`src/rtl/dmac_req_arbiter.sv`:
```
// Multi-channel DMA request arbiter and AHB bus-ownership sequencer (fixed or round-robin).
// Optional REQ-phase grant-wait timeout is built in when DMAC_ARB_TIMEOUT_EN is defined.
module dmac_req_arbiter #(
  parameter int NUM_CH      = 4,
  parameter int ARB_MODE    = 1,
  parameter int TIMEOUT_CYC = 64
) (
  input  logic              clk,
  input  logic              rst,
  input  logic [NUM_CH-1:0] DmacReq,
  input  logic [NUM_CH-1:0] Ch_En,
  input  logic              Bus_Grant,
  input  logic              Ch_Done,
  input  logic              Ch_Err,
  input  logic [NUM_CH-1:0] Irq_Clr,
  output logic              Bus_Req,
  output logic [NUM_CH-1:0] Ch_Grant,
  output logic              Ch_Start,
  output logic              Ch_Hold,
  output logic [NUM_CH-1:0] ReqAck,
  output logic [NUM_CH-1:0] Irq_Status,
  output logic [NUM_CH-1:0] Err_Status,
  output logic              Interrupt
);

  localparam int                PW   = $clog2(NUM_CH);
  localparam logic [PW:0]       NCH  = (PW+1)'(NUM_CH);
  localparam logic [PW-1:0]     LAST = PW'(NUM_CH-1);
  localparam logic [NUM_CH-1:0] ONE  = {{(NUM_CH-1){1'b0}}, 1'b1};

  typedef enum logic [1:0] {
    ST_IDLE = 2'd0,
    ST_REQ  = 2'd1,
    ST_XFER = 2'd2,
    ST_DONE = 2'd3
  } state_e;

  state_e            state_q, state_d;
  logic [NUM_CH-1:0] grant_q, grant_d;
  logic [NUM_CH-1:0] ack_q, ack_d;
  logic [NUM_CH-1:0] irq_q, irq_d;
  logic [NUM_CH-1:0] err_q, err_d;
  logic [PW-1:0]     cur_q, cur_d;
  logic [PW-1:0]     ptr_q, ptr_d;
  logic              bus_req_q, bus_req_d;
  logic              start_q, start_d;
  logic              int_q, int_d;

  logic [NUM_CH-1:0] elig_s;
  logic [NUM_CH-1:0] set_irq_s;
  logic [NUM_CH-1:0] set_err_s;
  logic [PW:0]       win_s;
  logic              win_vld_s;
  logic [PW-1:0]     win_idx_s;
  logic [PW-1:0]     ptr_next_s;

  // Returns {found, index} of the first set bit of elig at or after ptr, wrapping.
  function automatic logic [PW:0] pick_winner(input logic [NUM_CH-1:0] elig,
                                              input logic [PW-1:0]     ptr);
    logic [PW:0] res;
    logic [PW:0] idx;
    res = '0;
    for (int k = NUM_CH - 1; k >= 0; k--) begin
      idx = {1'b0, ptr} + k[PW:0];
      if (idx >= NCH) begin
        idx = idx - NCH;
      end else begin
        idx = idx;
      end
      if (elig[idx[PW-1:0]]) begin
        res = {1'b1, idx[PW-1:0]};
      end else begin
        res = res;
      end
    end
    return res;
  endfunction

  // A channel with pending status is held off until software clears it.
  assign elig_s    = DmacReq & Ch_En & ~irq_q;
  assign win_s     = pick_winner(elig_s, (ARB_MODE == 0) ? {PW{1'b0}} : ptr_q);
  assign win_vld_s = win_s[PW];
  assign win_idx_s = win_s[PW-1:0];
  assign ptr_next_s = (cur_q == LAST) ? {PW{1'b0}} : (cur_q + {{(PW-1){1'b0}}, 1'b1});

`ifdef DMAC_ARB_TIMEOUT_EN
  localparam int            CW      = $clog2(TIMEOUT_CYC + 1);
  localparam logic [CW-1:0] TO_LAST = CW'(TIMEOUT_CYC - 1);
  logic [CW-1:0] cnt_q, cnt_d;
  logic          tmo_s;
  assign tmo_s = (cnt_q == TO_LAST);
`else
  logic unused_timeout_s;
  assign unused_timeout_s = (TIMEOUT_CYC > 0);
`endif

  // Next-state and next-output computation for the sequencer and status flags.
  always_comb begin
    state_d   = state_q;
    grant_d   = grant_q;
    cur_d     = cur_q;
    ptr_d     = ptr_q;
    bus_req_d = bus_req_q;
    start_d   = 1'b0;
    ack_d     = '0;
    set_irq_s = '0;
    set_err_s = '0;
`ifdef DMAC_ARB_TIMEOUT_EN
    cnt_d     = cnt_q;
`endif
    case (state_q)
      ST_IDLE: begin
        if (win_vld_s) begin
          state_d   = ST_REQ;
          grant_d   = ONE << win_idx_s;
          cur_d     = win_idx_s;
          bus_req_d = 1'b1;
`ifdef DMAC_ARB_TIMEOUT_EN
          cnt_d     = '0;
`endif
        end else begin
          state_d = ST_IDLE;
        end
      end
      ST_REQ: begin
        if (Bus_Grant) begin
          state_d = ST_XFER;
          start_d = 1'b1;
`ifdef DMAC_ARB_TIMEOUT_EN
        end else if (tmo_s) begin
          // Abandon the request: flag the channel as errored but never acknowledge it.
          state_d   = ST_IDLE;
          set_irq_s = grant_q;
          set_err_s = grant_q;
          bus_req_d = 1'b0;
          grant_d   = '0;
          ptr_d     = ptr_next_s;
        end else begin
          cnt_d = cnt_q + {{(CW-1){1'b0}}, 1'b1};
        end
`else
        end else begin
          state_d = ST_REQ;
        end
`endif
      end
      ST_XFER: begin
        if (Ch_Err || Ch_Done) begin
          state_d   = ST_DONE;
          ack_d     = grant_q;
          set_irq_s = grant_q;
          set_err_s = Ch_Err ? grant_q : '0;
          bus_req_d = 1'b0;
          grant_d   = '0;
          ptr_d     = ptr_next_s;
        end else begin
          state_d = ST_XFER;
        end
      end
      ST_DONE: begin
        state_d = ST_IDLE;
      end
      default: begin
        state_d   = ST_IDLE;
        grant_d   = '0;
        bus_req_d = 1'b0;
      end
    endcase
    irq_d = (irq_q & ~Irq_Clr) | set_irq_s;
    err_d = (err_q & ~Irq_Clr) | set_err_s;
    int_d = |irq_d;
  end

  // State and registered outputs.
  always_ff @(posedge clk or negedge rst) begin
    if (!rst) begin
      state_q   <= ST_IDLE;
      grant_q   <= '0;
      ack_q     <= '0;
      irq_q     <= '0;
      err_q     <= '0;
      cur_q     <= '0;
      ptr_q     <= '0;
      bus_req_q <= 1'b0;
      start_q   <= 1'b0;
      int_q     <= 1'b0;
`ifdef DMAC_ARB_TIMEOUT_EN
      cnt_q     <= '0;
`endif
    end else begin
      state_q   <= state_d;
      grant_q   <= grant_d;
      ack_q     <= ack_d;
      irq_q     <= irq_d;
      err_q     <= err_d;
      cur_q     <= cur_d;
      ptr_q     <= ptr_d;
      bus_req_q <= bus_req_d;
      start_q   <= start_d;
      int_q     <= int_d;
`ifdef DMAC_ARB_TIMEOUT_EN
      cnt_q     <= cnt_d;
`endif
    end
  end

  assign Bus_Req    = bus_req_q;
  assign Ch_Grant   = grant_q;
  assign Ch_Start   = start_q;
  assign ReqAck     = ack_q;
  assign Irq_Status = irq_q;
  assign Err_Status = err_q;
  assign Interrupt  = int_q;
  // Stall follows the live grant so the engine freezes in the same cycle the bus is lost.
  assign Ch_Hold    = (state_q == ST_XFER) & ~Bus_Grant;

endmodule
```
`config.mk`:
```
export PLATFORM = sky130hd
export DESIGN_NAME = dmac_req_arbiter
export DESIGN_NICKNAME = d
export VERILOG_FILES = /design/src/rtl/dmac_req_arbiter.sv
export SDC_FILE = /design/constraint.sdc
export NUM_CORES = 1
export LEC_CHECK = 0
export ABC_AREA = 1
export BUFFER_PORTS_ARGS = -buffer_cell sky130_fd_sc_hd__buf_2
export CAP_MARGIN = 20
export CORE_ASPECT_RATIO = 0.8
export CORE_MARGIN = 1.5
export CORE_UTILIZATION = 53
export CTS_CLUSTER_DIAMETER = 100
export DETAILED_ROUTE_END_ITERATION = 8
export GPL_ROUTABILITY_DRIVEN = 0
export GPL_TIMING_DRIVEN = 0
export PLACE_DENSITY = 0.91
export SLEW_MARGIN = 20
export SYNTH_ARGS = -nofsm -noshare
export SYNTH_HDL_FRONTEND = slang
export SYNTH_SLANG_ARGS = --single-unit
```
`constraint.sdc`:
```
create_clock -name clk -period 3.6 [get_ports clk]
set_input_delay 0.54 -clock clk [delete_from_list [all_inputs] [get_ports clk]]
set_output_delay 0.54 -clock clk [all_outputs]
set_load 0.02 [all_outputs]
```
# ---- After elaboration in Yosys (flattened, before gate mapping)
# Index checks and enable logic that the tools add are counted.
# W data, S select, Z words.
dict set report op_classes {
  n_shift 1
  addsub 8
  bitwise 10
  mux 34
  reduce_logical 7
  n_eq_ne 6
  order_cmp 8
}
# operator n
set ops {}
lappend ops {{$mux W4} 7}
lappend ops {{$and A4 B4 Y4} 4}
lappend ops {{$lt A2 B3 Y1 const B} 4}
lappend ops {{$mux W2} 6}
lappend ops {{$mux W3} 4}
lappend ops {{$mux W1} 10}
lappend ops {{$ge A3 B3 Y1 const B} 3}
lappend ops {{$bmux W1 S2} 4}
lappend ops {{$not A4 Y4} 2}
lappend ops {{$or A4 B4 Y4} 2}
lappend ops {{$pmux W2 S4} 1}
lappend ops {{$pmux W4 S2} 1}
lappend ops {{$sub A2 B1 Y2 const B} 4}
lappend ops {{$add A2 B2 Y3 const B} 2}
lappend ops {{$eq A2 B2 Y1 const B} 3}
lappend ops {{$ne A2 B2 Y1 const B} 2}
lappend ops {{$reduce_and A2 Y1} 2}
lappend ops {{$reduce_or A4 Y1} 1}
lappend ops {{$shl A1 B2 Y4 const A} 1}
lappend ops {{$add A2 B1 Y3 const B} 1}
lappend ops {{$ge A2 B3 Y1 const B} 1}
lappend ops {{$reduce_and A3 Y1} 1}
lappend ops {{$add A2 B1 Y2 const B} 1}
lappend ops {{$eq A2 B1 Y1 const B} 1}
lappend ops {{6 further kinds} 6}
dict set report totals {
  word_cells 84
  inputBits 17
  ff_bits 25
}

# ---- Longest topological paths before layout
dict set report depth {
  depth_word 12
  depth_mapped 13
}

# ---- Worst setup path after synthesis
# OpenSTA, ideal clock, no wires.
dict set report synth_timing {
  path_type {register -> output}
  start {reg state_q[0]}
  end {out Ch_Hold}
  path_slack_ns 2.189
  n_path_buf 0
  arrival_time_ns 0.871
  path_stages_with_launch 4
  path_cell_list {dfrtp_1 -> nor2_1 -> inv_1 -> nor2_1}
}
dict set report synth_between {
  elab_chain_cells 2
}
# element line
set synth_rtl {}
lappend synth_rtl {{from (decl)} 38} ;# state_e state_q, state_d;
lappend synth_rtl {{from (signal assigned)} 191} ;# state_q <= state_d;
lappend synth_rtl {{$eq A2 B2 Y1} 215} ;# assign Ch_Hold = (state_q == ST_XFER) & ~Bus_Grant;
lappend synth_rtl {{$and A1 B1 Y1} 215}
lappend synth_rtl {{to (decl)} 19} ;# output logic Ch_Hold,
# Every way passes these cells.

# ---- Worst setup path in the final report
# Same ends and word-level chain as after synthesis.

==> impl_summary.log <==
INFO  metric post-cts-setup-buffers = 0
INFO  metric timing.final.setup_violations = 0
INFO  metric outcome = complete, no violations
INFO  metric avgViaCountPerCell = 5.591
INFO  metric critical_path.max_fanout = 6
INFO  metric die_width = 56.48 um
INFO  metric nNetsFinal = ~200
INFO  metric initial_core_util = 56.17%
INFO  metric synthesis.area_per_instance = 8.478 um2
INFO  metric layout_common_cells = sky130_fd_sc_hd__nand2_1 (38), sky130_fd_sc_hd__buf_2 (37), sky130_fd_sc_hd__dfrtp_1 (25), sky130_fd_sc_hd__inv_1 (18)
INFO  metric power_per_cell_area = about 860 mW/mm2
INFO  metric worst_clock_skew = around 0.0028 ns
INFO  metric timing.critical_path.required = 3.06 ns
INFO  metric synth_warnings = 0
INFO  metric antenna_found_initial = 0
INFO  metric timing_hold_violations_final = 0
INFO  metric synth_fp_nets = about 160
INFO  metric ys_top_cells_by_area = sky130_fd_sc_hd__dfrtp_1 (52%), sky130_fd_sc_hd__nand2_1 (12%), sky130_fd_sc_hd__inv_1 (5.6%)
INFO  metric synth.top_cell.area_share = between 50% and 60%
INFO  metric peakVddDrop = 434.7 uV
INFO  metric period_share = ~50%
INFO  metric synth-seq-cells = 25
INFO  metric sequential_cell_area_fraction_in_the_yosys_report = 51.60%
INFO  metric place_worst_setup_slack = 1.926 ns
INFO  metric n_antenna_cell = 0
INFO  metric worstSetupStartpointType = flop
INFO  metric max_slew.worst_pin.slew = 0.5424 ns
INFO  metric cts_tree = yes
INFO  metric antenna_violating_nets_post_route = 0
INFO  metric grt_pass1_vias = 1104
INFO  metric timing.hold.worst.class = in2async
INFO  metric globalRoute.totalOverflow = 0
INFO  metric maxCapViolations = 0
INFO  metric io_buffer_count = 36
INFO  metric drt_first_iter_violations = 69
INFO  metric cts_hold_buffers = 0
INFO  metric setup_tns = 0 ns
INFO  metric end_kind = output port
INFO  metric drt_pre_antenna_iters = 4
INFO  metric fillerInstances = around 170
INFO  metric design.core.area = 0.002158 mm2
INFO  metric synthToLayoutAreaGrowth = 19.71%
INFO  metric max_freq = 543.9 MHz
INFO  metric syn_area = 0.001212 mm2
INFO  metric place_hpwl = 2218 um
INFO  metric synthesis.instances = 143
INFO  metric drive_gt1_share = between 30% and 40%
INFO  metric layout_commonest_cell = sky130_fd_sc_hd__nand2_1
INFO  metric layout_setup_ws = ~1.8 ns
INFO  metric cts_inserted_buffers = 3
INFO  metric total_die_area = ~0.0026 mm2
INFO  metric grt_setup_unrepaired = no
INFO  metric slew_violations = 0
INFO  metric postPlaceCellArea = 0.001424 mm2
INFO  metric maximum_number_of_pins_on_one_net_before_global_route_repair = 26
INFO  metric crit_arrival = 1.30 ns
INFO  metric clkSlewWorstSetupHoldPaths = 0.13 ns
INFO  metric clkSinkCount = 25
INFO  metric num_rows = 15
INFO  metric finalCriticalPeriod = approximately 1.8 ns
INFO  metric top_level_ports = 37
INFO  metric clock_path_buffers = 2
INFO  metric cts_root_buffer = sky130_fd_sc_hd__clkbuf_4
INFO  metric drc = 0
INFO  metric timing.setup.critical_path_class = reg2out
INFO  metric floorplan.die.height = roughly 46 um
INFO  metric synth_cell_types = 20
INFO  metric dr_total_vias = approximately 1.2k
INFO  metric max-slew-margin-rel = around 64%
INFO  metric overall_global_routing_resource_usage = 25.52%
INFO  metric area_leader_netlist = sky130_fd_sc_hd__dfrtp_1
INFO  metric total_wirelength_of_the_detailed_routed_design = approximately 2900 um
INFO  metric layout.cell_area.non_filler = 0.001451 mm2
INFO  metric leakagePower = 0.0008364 uW
INFO  metric wire_per_inst = 14.11 um
INFO  metric h-tree-depth = 1
INFO  metric grt_pass1_wl = slightly below 5000 um
INFO  metric cts_repair_resize_count = 0
INFO  metric clock_insertion_delay_worst_skew = approximately 0.33 ns
## cells in the mapped netlist
master	instances
sky130_fd_sc_hd__nand3_2	4
sky130_fd_sc_hd__buf_2	1
sky130_fd_sc_hd__o21ai_1	3
sky130_fd_sc_hd__inv_8	1
sky130_fd_sc_hd__inv_2	3
sky130_fd_sc_hd__o22ai_1	4
sky130_fd_sc_hd__dfrtp_1	25
sky130_fd_sc_hd__nor2_1	13
sky130_fd_sc_hd__nand2_1	38
sky130_fd_sc_hd__o32ai_1	4
sky130_fd_sc_hd__buf_6	1
sky130_fd_sc_hd__ha_1	1
sky130_fd_sc_hd__nand4_1	1
sky130_fd_sc_hd__o21bai_2	2
sky130_fd_sc_hd__a21oi_1	1
sky130_fd_sc_hd__nand2_2	8
sky130_fd_sc_hd__o31ai_1	1
sky130_fd_sc_hd__inv_1	18
sky130_fd_sc_hd__nand3_1	13
sky130_fd_sc_hd__o21ai_0	1
## registers in the layout, summed over array words and instances (netlist names), named ones only
| name | count |
|---|---|
| Bus_Req | 1 |
| Irq_Status | 4 |
| ReqAck | 4 |
| cur_q | 2 |
| Err_Status | 4 |
| Ch_Grant | 4 |
| ptr_q | 2 |
| Ch_Start | 1 |
| Interrupt | 1 |
| state_q | 1 |
## cell families after synthesis
group	Yosys count	synth area share, %
and+or+nand+nor	77	29.10
DFF	25	51.60
buffers and inverters	24	8.771
AOI/OAI and AO/OA	16	9.493
adders and majority gates	1	1.032
## per-layer routing
metal  global-route usage [%]  routed length, um
met1                    30.55               1157
met5                        0                  0
met4                    10.95                123
met3                    5.966                301
met2                    45.12               1352
## report_power, final
group / total, uW / switching [uW] / internal (uW) / leakage, uW
logic: 715 / 487 / 228 / 0.000490
clock network: 127 / 85.2 / 41.7 / 0.0000177
registers: 403 / 46.0 / 357 / 0.000328
total: 1250 / 618 / 627 / 0.000836
## worst max-delay path, cell delays in order, from the launching register on
cell                      delay [ns]
sky130_fd_sc_hd__dfrtp_1        0.43
sky130_fd_sc_hd__nor2_1         0.14
sky130_fd_sc_hd__inv_1          0.13
sky130_fd_sc_hd__nor2_1         0.10
sky130_fd_sc_hd__buf_2          0.17
## path summary, 6_finish.rpt
check | slack (ns) | depth (start not counted) | startpoint | end
min in group clk | 0.40 | 2 | Irq_Clr[0] | Err_Status[0]
min | 0.18 | 1 | rst | Ch_Grant[2]
max reg2reg | 2.06 | 10 | ptr_q[0] | Ch_Grant[2]
max | 1.76 | 4 | state_q[0] | Ch_Hold
max in group asynchronous | 3.07 | 1 | rst | ReqAck[1]
min reg2reg | 0.51 | 1 | cur_q[0] | ptr_q[0]
## stage by stage
step	utilization [%]	hold slack, ns	std cells	power (uW)
after floorplan	-	0.2444	143	929.0
after global placement	65.97	0.4692	204	1059
final	67.25	0.1768	208	1245
after CTS	67.25	0.1920	208	1234
after global routing	67.25	0.2149	208	1347
after detailed placement	65.97	0.4752	204	1101
## final cells by class
class / count / area, um2 / share of cell area, %
Buffer: 2 / 16.27 / 1.121
Clock buffer: 3 / 22.52 / 1.552
Clock inverter: 1 / 5.005 / 0.3448
Inverter: 22 / 90.09 / 6.207
Multi-Input combinational cell: 94 / 480.5 / 33.10
Sequential cell: 25 / 625.6 / 43.10
Tap cell: 25 / 31.28 / 2.155
Timing Repair Buffer: 36 / 180.2 / 12.41
(Power assumes the default switching activity.)
